## config.mk

```make
export PLATFORM = sky130hd
export DESIGN_NAME = t03_dpu_regbank_flat
export DESIGN_NICKNAME = d
export VERILOG_FILES = /design/src/rtl/t03_dpu_regbank_if.sv /design/src/rtl/t03_dpu_regbank.sv /design/src/flat_wrapper.sv
export SDC_FILE = /design/constraint.sdc
export NUM_CORES = 1
export LEC_CHECK = 0
export ABC_AREA = 1
export CAP_MARGIN = 30
export CELL_PAD_IN_SITES_DETAIL_PLACEMENT = 1
export CELL_PAD_IN_SITES_GLOBAL_PLACEMENT = 2
export CORE_ASPECT_RATIO = 0.8
export CORE_UTILIZATION = 31
export CTS_BUF_LIST = sky130_fd_sc_hd__clkbuf_4
export DETAILED_ROUTE_END_ITERATION = 16
export PLACE_DENSITY_LB_ADDON = 0.1
export SYNTH_ARGS = -nofsm -noshare
export SYNTH_HDL_FRONTEND = slang
export SYNTH_SLANG_ARGS = --single-unit
```

## constraint.sdc

```tcl
create_clock -name clk -period 2.4 [get_ports clk]
set_input_delay 0.36 -clock clk [delete_from_list [all_inputs] [get_ports clk]]
set_output_delay 0.36 -clock clk [all_outputs]
set_load 0.01 [all_outputs]
```

## src/rtl/t03_dpu_regbank_if.sv

```systemverilog
// CPU data-bus bundle for the DPU register bank: request, address, data and ack.
interface t03_dpu_regbank_if;
   logic        wr_en;
   logic        rd_en;
   logic [31:0] addr;
   logic [31:0] wdata;
   logic [31:0] rdata;
   logic        ack;

   modport master (
      output wr_en, rd_en, addr, wdata,
      input  rdata, ack
   );

   modport slave (
      input  wr_en, rd_en, addr, wdata,
      output rdata, ack
   );
endinterface

```

## src/rtl/t03_dpu_regbank.sv

```systemverilog
// DPU MMIO register bank. Bus-visible shadow registers feed active registers
// that drive the DPU. Shadow-to-active commit happens on every write in
// immediate mode, or once per frame at the vsync rise in frame-sync mode.
module t03_dpu_regbank #(
   parameter int          NUM_PLAYERS = 2,
   parameter int          COORD_W     = 11,
   parameter int          HEALTH_W    = 4,
   parameter logic [31:0] BASE_ADDR   = 32'hFF00_0000
) (
   input  logic                            clk,
   input  logic                            nrst,
   t03_dpu_regbank_if.slave                bus,
   input  logic                            vsync,
   output logic [2:0]                      game_state,
   output logic [2*NUM_PLAYERS-1:0]        p_state,
   output logic [HEALTH_W*NUM_PLAYERS-1:0] p_health,
   output logic [NUM_PLAYERS-1:0]          p_left,
   output logic [COORD_W*NUM_PLAYERS-1:0]  p_x,
   output logic [COORD_W*NUM_PLAYERS-1:0]  p_y,
   output logic                            dirty,
   output logic                            frame_sync_mode
);

   localparam int NUM_WORDS = 1 + 2*NUM_PLAYERS;

   typedef struct packed {
      logic [1:0]          state;
      logic [HEALTH_W-1:0] health;
      logic                left;
      logic [COORD_W-1:0]  x;
      logic [COORD_W-1:0]  y;
   } player_t;

   typedef struct packed {
      logic [2:0]                       game_state;
      player_t [NUM_PLAYERS-1:0]        pl;
   } bank_t;

   bank_t       shadow_q, shadow_d;
   bank_t       active_q, active_d;
   logic        mode_q, mode_d;
   logic        dirty_q, dirty_d;
   logic        vsync_q;
   logic [31:0] rdata_q, rdata_d;
   logic        ack_q, ack_d;

   logic [29:0] off;
   logic        hit;
   logic        wr_hit;
   logic        rd_hit;
   logic        force_commit;
   logic        post_commit;
   logic        vs_commit;

   // Address decode: word offset from the base, aligned and in range only.
   always_comb begin
      off          = 30'((bus.addr - BASE_ADDR) >> 2);
      hit          = (bus.addr[1:0] == 2'b00) && (off < 30'(NUM_WORDS));
      wr_hit       = bus.wr_en && hit;
      // a simultaneous write wins; the read is dropped
      rd_hit       = bus.rd_en && !bus.wr_en && hit;
      force_commit = wr_hit && (off == 30'd0) && bus.wdata[1];
      ack_d        = hit && (bus.wr_en || bus.rd_en);
   end

   // Shadow update from bus writes; the mode bit has no shadow copy.
   always_comb begin
      shadow_d = shadow_q;
      mode_d   = mode_q;
      if (wr_hit) begin
         if (off == 30'd0) begin
            shadow_d.game_state = bus.wdata[30:28];
            mode_d              = bus.wdata[0];
         end
         for (int p = 0; p < NUM_PLAYERS; p++) begin
            if (off == 30'(1 + 2*p)) begin
               shadow_d.pl[p].state  = bus.wdata[27:26];
               shadow_d.pl[p].health = bus.wdata[16 +: HEALTH_W];
               shadow_d.pl[p].left   = bus.wdata[0];
            end
            if (off == 30'(2 + 2*p)) begin
               shadow_d.pl[p].x = bus.wdata[16 +: COORD_W];
               shadow_d.pl[p].y = bus.wdata[0 +: COORD_W];
            end
         end
      end
   end

   // Commit control: write-driven commits see the post-write shadow, a vsync
   // commit sees the pre-write shadow so a coincident write stays pending.
   always_comb begin
      post_commit = (wr_hit && !mode_q) || force_commit;
      vs_commit   = mode_q && vsync && !vsync_q;
      active_d    = active_q;
      dirty_d     = dirty_q;
      if (post_commit) begin
         active_d = shadow_d;
         dirty_d  = 1'b0;
      end else if (vs_commit) begin
         active_d = shadow_q;
         dirty_d  = wr_hit;
      end else if (wr_hit && mode_q) begin
         dirty_d  = 1'b1;
      end
      // immediate mode never reports pending data
      if (!mode_d) begin
         dirty_d = 1'b0;
      end
   end

   // Read mux over the shadow copy; rdata holds when there is no read hit.
   always_comb begin
      rdata_d = rdata_q;
      if (rd_hit) begin
         rdata_d = '0;
         if (off == 30'd0) begin
            rdata_d[30:28] = shadow_q.game_state;
            rdata_d[1]     = dirty_q;
            rdata_d[0]     = mode_q;
         end
         for (int p = 0; p < NUM_PLAYERS; p++) begin
            if (off == 30'(1 + 2*p)) begin
               rdata_d[27:26]           = shadow_q.pl[p].state;
               rdata_d[16 +: HEALTH_W]  = shadow_q.pl[p].health;
               rdata_d[0]               = shadow_q.pl[p].left;
            end
            if (off == 30'(2 + 2*p)) begin
               rdata_d[16 +: COORD_W]   = shadow_q.pl[p].x;
               rdata_d[0 +: COORD_W]    = shadow_q.pl[p].y;
            end
         end
      end
   end

   // State registers with asynchronous active-low reset.
   always_ff @(posedge clk or negedge nrst) begin
      if (!nrst) begin
         shadow_q <= '0;
         active_q <= '0;
         mode_q   <= 1'b0;
         dirty_q  <= 1'b0;
         vsync_q  <= 1'b0;
         rdata_q  <= '0;
         ack_q    <= 1'b0;
      end else begin
         shadow_q <= shadow_d;
         active_q <= active_d;
         mode_q   <= mode_d;
         dirty_q  <= dirty_d;
         vsync_q  <= vsync;
         rdata_q  <= rdata_d;
         ack_q    <= ack_d;
      end
   end

   assign game_state      = active_q.game_state;
   assign dirty           = dirty_q;
   assign frame_sync_mode = mode_q;
   assign bus.rdata       = rdata_q;
   assign bus.ack         = ack_q;

   for (genvar gi = 0; gi < NUM_PLAYERS; gi++) begin : gen_players
      assign p_state[2*gi +: 2]              = active_q.pl[gi].state;
      assign p_health[HEALTH_W*gi +: HEALTH_W] = active_q.pl[gi].health;
      assign p_left[gi]                      = active_q.pl[gi].left;
      assign p_x[COORD_W*gi +: COORD_W]      = active_q.pl[gi].x;
      assign p_y[COORD_W*gi +: COORD_W]      = active_q.pl[gi].y;
   end

endmodule

```

## src/flat_wrapper.sv

```systemverilog
// flat-port wrapper written by rule: the top's interface ports become plain ports
module t03_dpu_regbank_flat 
#(
   parameter int          NUM_PLAYERS = 2,
   parameter int          COORD_W     = 11,
   parameter int          HEALTH_W    = 4,
   parameter logic [31:0] BASE_ADDR   = 32'hFF00_0000
)
  (clk, nrst, vsync, game_state, p_state, p_health, p_left, p_x, p_y, dirty, frame_sync_mode, bus_wr_en, bus_rd_en, bus_addr, bus_wdata, bus_rdata, bus_ack);
  t03_dpu_regbank_if bus_i ();
  input  logic clk;
  input  logic nrst;
  input  logic vsync;
  output logic [2:0] game_state;
  output logic [2*NUM_PLAYERS-1:0] p_state;
  output logic [HEALTH_W*NUM_PLAYERS-1:0] p_health;
  output logic [NUM_PLAYERS-1:0] p_left;
  output logic [COORD_W*NUM_PLAYERS-1:0] p_x;
  output logic [COORD_W*NUM_PLAYERS-1:0] p_y;
  output logic dirty;
  output logic frame_sync_mode;
  input wire logic [$bits(bus_i.wr_en)-1:0] bus_wr_en;
  input wire logic [$bits(bus_i.rd_en)-1:0] bus_rd_en;
  input wire logic [$bits(bus_i.addr)-1:0] bus_addr;
  input wire logic [$bits(bus_i.wdata)-1:0] bus_wdata;
  output wire logic [$bits(bus_i.rdata)-1:0] bus_rdata;
  output wire logic [$bits(bus_i.ack)-1:0] bus_ack;
  assign bus_i.wr_en = bus_wr_en;
  assign bus_i.rd_en = bus_rd_en;
  assign bus_i.addr = bus_addr;
  assign bus_i.wdata = bus_wdata;
  assign bus_rdata = bus_i.rdata;
  assign bus_ack = bus_i.ack;
  t03_dpu_regbank #(.NUM_PLAYERS(NUM_PLAYERS), .COORD_W(COORD_W), .HEALTH_W(HEALTH_W), .BASE_ADDR(BASE_ADDR)) u_core (.clk(clk), .nrst(nrst), .bus(bus_i), .vsync(vsync), .game_state(game_state), .p_state(p_state), .p_health(p_health), .p_left(p_left), .p_x(p_x), .p_y(p_y), .dirty(dirty), .frame_sync_mode(frame_sync_mode));
endmodule
```

=== After elaboration in Yosys (flattened, before gate mapping) ===
Cells that the tools add are included.

* $add $sub $neg: 1
* $lt $le $gt $ge: 1
* Equality and inequality tests: 5
* Mux-type cells: 26
* Reduce and logical (&&, ||, !) cells: 19

{| class="wikitable"
|+ Operator list
! kind !! count
|-
| 61-bit 2-to-1 mux || 3
|-
| 30-bit by 2-bit == test with 1-bit output, second input constant || 2
|-
| 11-bit 2-to-1 mux || 4
|-
| 22-bit 2-to-1 mux || 2
|-
| 32-bit subtractor, second input constant || 1
|-
| 30-bit by 1-bit == test with 1-bit output, second input constant || 1
|-
| 30-bit by 3-bit == test with 1-bit output, second input constant || 1
|-
| 30-bit logical NOT || 1
|-
| 30-bit by 3-bit < comparator with 1-bit output, second input constant || 1
|-
| 7-bit 2-to-1 mux || 2
|-
| 1-bit logical AND || 11
|-
| 1-bit 2-to-1 mux || 8
|-
| 4-bit 2-to-1 mux || 2
|-
| 2-bit 2-to-1 mux || 3
|-
| 3-bit 2-to-1 mux || 2
|-
| 4-bit inequality test, second input constant || 1
|-
| 1-bit logical NOT || 3
|-
| 2-bit logical NOT || 1
|-
| 1-bit logical OR || 2
|-
| 2-bit nonzero test || 1
|}

* Flip-flop bits (word level): 152
* Logic and storage cells: 79

=== Longest topological paths before layout ===
Gate-level depths: netlist (run 1).

* Word-level depth: 9
* Mapped depth: 13

=== Least setup slack after synthesis (run 1) ===
Ideal clock, no wire load.

* Path kind: register to register
* Start: register u_core.mode_q, in the netlist u_core.frame_sync_mode
* End: register u_core.active_q, in the netlist u_core.game_state[0]
* Library setup time: 0.119 ns
* Data arrival time: 1.658 ns
* Required time: 2.281 ns
* Slack: 0.623 ns
* Stages on the path, launching flop included: 7
* Buffers on the path: 1
* Period minus slack after synthesis: 1.777 ns
* Cell sequence: dfrtp_1 -> nand2_1 -> nor2_1 -> clkbuf_1 -> mux2_2 -> a21oi_1 -> nor2_1

* Word-level cells in the longest chain between the ends: 4
* Elaborated cells between the ends (all ways): 7
* Those cells by class: 1 x mux; 6 x reduce/logical

{| class="wikitable"
|+ RTL lines
! element !! RTL line !! text
|-
| start: declaration || t03_dpu_regbank.sv:41 || <nowiki>logic mode_q, mode_d;</nowiki>
|-
| start signal: assignment || t03_dpu_regbank.sv:148 || <nowiki>mode_q <= mode_d;</nowiki>
|-
| 1-bit logical NOT || t03_dpu_regbank.sv:92 || <nowiki>post_commit = (wr_hit && !mode_q) || force_commit;</nowiki>
|-
| 1-bit logical AND || t03_dpu_regbank.sv:92 ||
|-
| 1-bit logical OR || t03_dpu_regbank.sv:92 ||
|-
| 61-bit 2-to-1 mux / 2-bit nonzero test (equally long branches) || - ||
|-
| end signal: assignment || t03_dpu_regbank.sv:147 || <nowiki>active_q <= active_d;</nowiki>
|-
| end: declaration || t03_dpu_regbank.sv:40 || <nowiki>bank_t active_q, active_d;</nowiki>
|}

Parallel ways exist; a longest one is shown, timed or not.
A chain may end at the register's enable or synchronous reset.

=== Worst setup path after layout (run 1) ===
* Start: register u_core.mode_q, in the netlist u_core.frame_sync_mode
* End: output frame_sync_mode

{| class="wikitable"
|+ RTL lines
! element !! RTL line !! text
|-
| end: declaration || flat_wrapper.sv:21 || <nowiki>output logic frame_sync_mode;</nowiki>
|}

No word-level cell between the ends.

==> out/metrics.csv, run 1 <==
metric,value,unit
status,"finished, final reports clean",
floorplan row count,50,
Post-DRT Antenna Nets,0,
total global-route track usage,0.219,
Residual DRC,0,
worst min path class,primary input to async pin,
Worst Path Buf+Inv,1,
Leak Pwr,0.00496,µW
gpl congestion,0.765,
"Seq/Total Area, Yosys",0.511,
Die Wd,175,µm
Synth area leaders,"dfrtp_1 (51%), nand2_1 (10%), mux2_2 (9.2%)",
worst-skew pair later-pin latency,0.60,ns
# Post-CTS Setup Buffers,0,
worst hold margin,0.232,ns
Inst Count DP,1350,
cell with the most instances after synthesis,nand2_1,
Root Buffer,clkbuf_4,
CTS tree,built,
Layout area overhead,33.7,%
DR vias/cell,4.76,
Initial Util,0.317,
Power Internal,3200,µW
Max-cap violations,0,
Final Skew,0.0302,ns
Syn Inst Count,882,
Sw Ratio,0.270,
CTS Buf Count,17,
Critical Path Source,u_core.frame_sync_mode$_DFF_PN0_,
CTS Buffer Depth,2,
GRT overflow,0,
Cell variety after synth,27,
Num Clock Sinks,152,
ys async rst share,1.00,
number of synthesized flops with an enable pin,0,
CP Data Required Time,2.04,ns
Crit path max-delay family,buffers and inverters,
critical path class,flop to output pin,
CP arrival,1.62,ns
WL final,25700,µm
CP Cell Sequence,clkdlybuf4s50_1,
Yosys top cell by area,dfrtp_1,
Layout Nets,1127,
RR Startpoint,u_core.frame_sync_mode$_DFF_PN0_,
synthesized area,0.00744,mm²
register area,0.00380,mm²
most common library cells after synthesis,"nand2_1 (202), nor2_1 (159), dfrtp_1 (152)",
Total Negative Setup Slacks,0,ns
I/O pins,165,
Filler Cells Inserted,2776,
Core Footprint,0.0235,mm²
Reg power frac,0.585,
Chip Height,141,µm
PD cells,441,mW/mm²
share of layout cells above drive strength 1,0.153,
CP startpoint kind,flop,
via count,6584,
Worst-path clk slew,0.15,ns
top_reg_cell synth,dfrtp_1,
CP Capture Type,output pin,
vias in the first global route,6874,
Peak VDD IR,0.177,mV
fmax,506,MHz
Synthesis Warnings,0,
Clk pwr share,0.365,
Tcrit/Tclk final,0.824,
"Cell Count, Final, Fillers Out",1384,
Total Die Area,0.0246,mm²
Clock H-tree levels,4,
initial antenna violation count,1,
HPWL Detailed,18400,µm
Multi-input gate area,0.00324,mm²
combinational share of power,0.050,
pin count of the biggest net entering global routing,64,
total power,4380,µW
first-pass GRT wire length,40800,µm
Pre-Repair DR Iteration Count,4,
IO Port Bufs,152,
slowest cell on the critical path,clkdlybuf4s50_1,
Yosys reg bits,152,
Final Hold Vio Count,0,
Critical Path Fanout Max,5,
Initial DRC Count,365,
CP max stage delay,0.58,ns
final setup violation count,0,
switching power,1180,µW
RSZ-0062 raised after global routing,false,
syn_area_per_cell,8.43,µm²
post-layout min period,1.98,ns
Routed WL per cell,18.6,µm
top cell type's share of synthesized area,0.511,
fin. max-slew vios,0,
[timing repair]
action	in CTS	in global routing
gates resized for setup	0	0
hold buffers	1	0
hold endpoints to repair	39	0
[kinds of logic after synthesis]
group,after synthesis,synth area share
muxes,61,0.0923
and+or+nand+nor,467,0.259
AOI/OAI and AO/OA,106,0.0775
DFF,152,0.511
buffers and inverters,95,0.0589
other,1,0.000504
[layer usage]
layer,vias up,GRT usage,part of all wire
met5,-,0,0
met1,3230,0.339,0.53
met4,0,0.0563,0.0099
li1,3226,-,-
met2,112,0.319,0.43
met3,16,0.0250,0.035
[power by group through the flow]
stage	registers (µW)	clock network [µW]	logic (µW)
floorplan	2610	0	28.5
global route	2560	1740	241
detailed placement	2610	0	223
global placement	2610	0	223
finish	2560	1600	219
CTS	2560	1650	224
[flip-flops by register name (all words and copies together) (netlist names)]
| register | count |
|---|---|
| u_core.bus.ack | 1 |
| u_core.bus.rdata | 26 |
| u_core.dirty | 1 |
| u_core.frame_sync_mode | 1 |
| u_core.game_state | 3 |
| u_core.p_health | 8 |
| u_core.p_left | 2 |
| u_core.p_state | 4 |
| u_core.p_x | 22 |
| u_core.p_y | 22 |
| u_core.shadow_q | 61 |
| u_core.vsync_q | 1 |
[placed cells by master, fill, tap and decap left out, types with 2 or more instances in the layout]
master and count:
inv_2 2, nand2_1 202, clkinv_4 3, conb_1 6
clkinv_2 2, inv_6 3, mux2_2 61, nor2_2 2
a21oi_1 83, buf_4 43, nand3_2 2, dfrtp_1 152
nand4_1 2, inv_8 2, nand3_1 92, clkinvlp_4 3
o21ai_0 4, clkdlybuf4s50_1 151, nand2_2 3, a21boi_1 15
buf_12 12, nor2_4 3, nor2_1 157, clkbuf_4 17
clkinv_1 2, inv_1 36
[cell type report]
cell class | instances | share of cell area
inverter | 39 | 0.0147
clock buffer | 17 | 0.0128
tap | 312 | 0.0393
timing repair buffer | 208 | 0.211
sequential | 152 | 0.382
antenna | 1 | 0.000252
multi-input combinational | 640 | 0.325
clock inverter | 15 | 0.0142
[path summary, 6_finish.rpt]
path                                               endpoint  slack (ns)  cells after the start
max in group asynchronous        u_core.p_x[20]$_DFFE_PN0P_        1.44                      3
min reg2reg                u_core.bus.rdata[19]$_DFFE_PN0P_        0.50                      2
max reg2reg                       u_core.p_x[4]$_DFFE_PN0P_        0.72                      6
max                                         frame_sync_mode        0.42                      1
min in group clk                   u_core.vsync_q$_DFF_PN0_        0.30                      1
min                         u_core.bus.rdata[0]$_DFFE_PN0P_        0.23                      2
[stage by stage]
stage / setup slack [ns] / utilization / area (µm²)
after CTS: 0.363 / 0.424 / 9940
after global routing: 0.359 / 0.424 / 9940
after global placement: -0.0407 / 0.412 / 9660
final: 0.423 / 0.424 / 9940
after detailed placement: -0.0569 / 0.412 / 9660
after floorplan: 0.623 / - / 7460
No activity file was read; power rests on OpenSTA's default activity.
==> run 2: changes to the inputs <==
--- a/config.mk
+++ b/config.mk
@@ -10,7 +10,7 @@
 export CELL_PAD_IN_SITES_DETAIL_PLACEMENT = 1
 export CELL_PAD_IN_SITES_GLOBAL_PLACEMENT = 2
 export CORE_ASPECT_RATIO = 0.8
-export CORE_UTILIZATION = 31
+export CORE_UTILIZATION = 28
 export CTS_BUF_LIST = sky130_fd_sc_hd__clkbuf_4
 export DETAILED_ROUTE_END_ITERATION = 16
 export PLACE_DENSITY_LB_ADDON = 0.1
==> constraint.sdc (replaced) <==
create_clock -name clk -period 1.7 [get_ports clk]
set_input_delay 0.255 -clock clk [delete_from_list [all_inputs] [get_ports clk]]
set_output_delay 0.255 -clock clk [all_outputs]
set_load 0.01 [all_outputs]
==> run 2 against run 1 <==
  * Worst hold slack lost 0.081 ns
  * Global-route usage shrank 0.79 points
  * Clock-buffer cell count up 2
  * Sequential share of layout area shrank 3.8 points
  * Via count grew 6.6%
  * Worst setup slack got worse by 0.40 ns
  * Total power rose by 46%
  * Critical path type is now primary input to flop
  * Largest cell class unchanged
==> out/metrics.csv, run 2 (synthesis results as in run 1) <==
metric,value,unit,change
slew margin rel.,0.643,,
vias in the first global route,7182,,was 6874
Residual DRC,0,,unchanged
Worst-path clk slew,0.13,ns,was 0.15 ns
Total Die Area,0.0272,mm²,was 0.0246 mm²
CP arrival,2.19,ns,was 1.62 ns
Clock H-tree levels,4,,unchanged
fin. max-slew vios,0,,unchanged
CTS tree,built,,unchanged
Initial DRC Count,358,,was 365
r2r worst-path depth,7,,was 6
Top reg by flops,u_core.shadow_q,,unchanged
Tcrit/Tclk final,0.985,,
Pre-Repair DR Iteration Count,5,,was 4
Die Wd,184,µm,was 175 µm
Max-cap violations,0,,unchanged
fmax,597,MHz,
Core Footprint,0.0257,mm²,was 0.0235 mm²
Critical Path Fanout Max,6,,was 5
dpl ws,-0.687,ns,was -0.0569 ns
Initial Util,0.289,,was 0.317
status,"finished, final reports clean",,unchanged
CP Capture Type,flop,,was output pin
GRT overflow,0,,unchanged
worst r2r dst,u_core.p_y[11]$_DFFE_PN0P_,,was u_core.p_x[4]$_DFFE_PN0P_
Layout area overhead,48.3,%,was 33.7%
Chip Height,148,µm,was 141 µm
"Cell Count, Final, Fillers Out",1496,,was 1384
total global-route track usage,0.211,,was 0.219
CP Data Required Time,2.22,ns,was 2.04 ns
"leading cell type in the layout, fill and taps excluded",nand2_1,,unchanged
WL final,28600,µm,was 25700 µm
CTS Buf Count,17,,unchanged
PD cells,580,mW/mm²,was 441 mW/mm²
Inst Count DP,1426,,was 1350
share of layout cells above drive strength 1,0.243,,was 0.153
first-pass GRT wire length,42900,µm,was 40800 µm
CTS Buffer Depth,2,,unchanged
final setup violation count,0,,unchanged
worst-skew pair later-pin latency,0.59,ns,was 0.60 ns
initial antenna violation count,2,,was 1
max FFs per register,61,,unchanged
pin count of the biggest net entering global routing,42,,was 64
floorplan row count,52,,was 50
worst setup margin,0.0255,ns,was 0.423 ns
worst hold margin,0.151,ns,was 0.232 ns
Routed WL per cell,19.1,µm,was 18.6 µm
Peak VDD IR,0.300,mV,was 0.177 mV
Post-DRT Antenna Nets,0,,unchanged
worst min path class,primary input to async pin,,unchanged
gpl congestion,0.771,,was 0.765
post-layout min period,1.67,ns,
Num Clock Sinks,152,,unchanged
HPWL Detailed,20000,µm,was 18400 µm
DR vias/cell,4.69,,was 4.76
IO Port Bufs,152,,unchanged
via count,7021,,was 6584
Final Hold Vio Count,0,,unchanged
Layout Nets,1200,,was 1127
FF-to-FF setup slack,0.11,ns,was 0.72 ns
RR Startpoint,u_core.frame_sync_mode$_DFF_PN0_,,unchanged
Root Buffer,clkbuf_4,,unchanged
CP startpoint kind,primary input,,was flop
Final Skew,0.0239,ns,was 0.0302 ns
critical path class,primary input to flop,,was flop to output pin
Leak Pwr,0.00600,µW,was 0.00496 µW
most frequent cells in the layout,"nand2_1 (188), dfrtp_1 (151), nor2_1 (141), dlygate4sd2_1 (89), buf_4 (86)",,"was nand2_1 (202), nor2_1 (157), dfrtp_1 (152), clkdlybuf4s50_1 (151), nand3_1 (92)"
Least-Margin Pin Slew,0.533,ns,
I/O pins,165,,unchanged
==> run 2: worst max-delay path: stages <==
cell,delay (ns)
clkdlybuf4s50_1,0.40
nor2_1,0.10
nand2_1,0.08
inv_2,0.12
nand3_4,0.10
nor3_4,0.26
buf_12,0.17
buf_12,0.11
buf_12,0.12
buf_8,0.11
nand3_1,0.06
nand2_1,0.13
nor2_2,0.06
nor2_2,0.10
==> run 2: worst max-delay path by stage <==
| stage | startpoint | to | cells after the start |
|---|---|---|---|
| after floorplan | u_core.frame_sync_mode$_DFF_PN0_ | u_core.game_state[0]$_DFFE_PN0P_ | 6 |
| after CTS | u_core.frame_sync_mode$_DFF_PN0_ | frame_sync_mode | 2 |
| after global routing | bus_addr[28] | u_core.p_x[15]$_DFFE_PN0P_ | 13 |
| after global placement | bus_addr[30] | u_core.bus.rdata[1]$_DFFE_PN0P_ | 13 |
| after detailed placement | bus_addr[29] | u_core.bus.rdata[1]$_DFFE_PN0P_ | 13 |
| final | bus_addr[7] | u_core.p_left[1]$_DFFE_PN0P_ | 14 |
==> run 2: stage by stage <==
stage          area [µm²]  total power [µW]  setup TNS [ns]   util
4_1_cts             10300              6510        -0.00536  0.402
3_3_place_gp        10100              4030          -75.57  0.393
3_5_place_dp        10100              4030          -83.34  0.393
6_report            11000              6400               0  0.429
2_1_floorplan        7460              3730           -3.87      -
5_1_grt             11000              6660          -0.495  0.429
==> run 2: cell type report <==
| class | count | area (µm²) |
|---|---|---|
| antenna | 1 | 2.50 |
| clock buffer | 19 | 143 |
| clock inverter | 13 | 154 |
| fill | 2998 | 14700 |
| inverter | 39 | 146 |
| multi-input combinational | 640 | 3460 |
| sequential | 152 | 3800 |
| tap | 351 | 439 |
| timing repair buffer | 281 | 2880 |
==> run 2: where the power goes <==
group | internal (µW) | switching (µW)
Clock | 1040 | 1410
Combinational | 166 | 174
Sequential | 3620 | 1.19
==> run 2: layer usage <==
layer  wire (µm)  vias up  global-route usage
li1            -     3363                   -
met3        1240       11              0.0402
met4         170        0              0.0400
met5           0        -                   0
met2       12500      129               0.310
met1       14600     3518               0.319
==> run 2: timing repair <==
| action | 4_1_cts | 5_1_grt |
|---|---|---|
| pin swaps | 0 | 45 |
| gates resized for setup | 94 | 92 |
| buffers inserted | 4 | 26 |
| hold endpoints to repair | 152 | 0 |
| hold buffers | 1 | 0 |
| gates cloned | 0 | 6 |
| endpoints found under the setup margin | 94 | 121 |
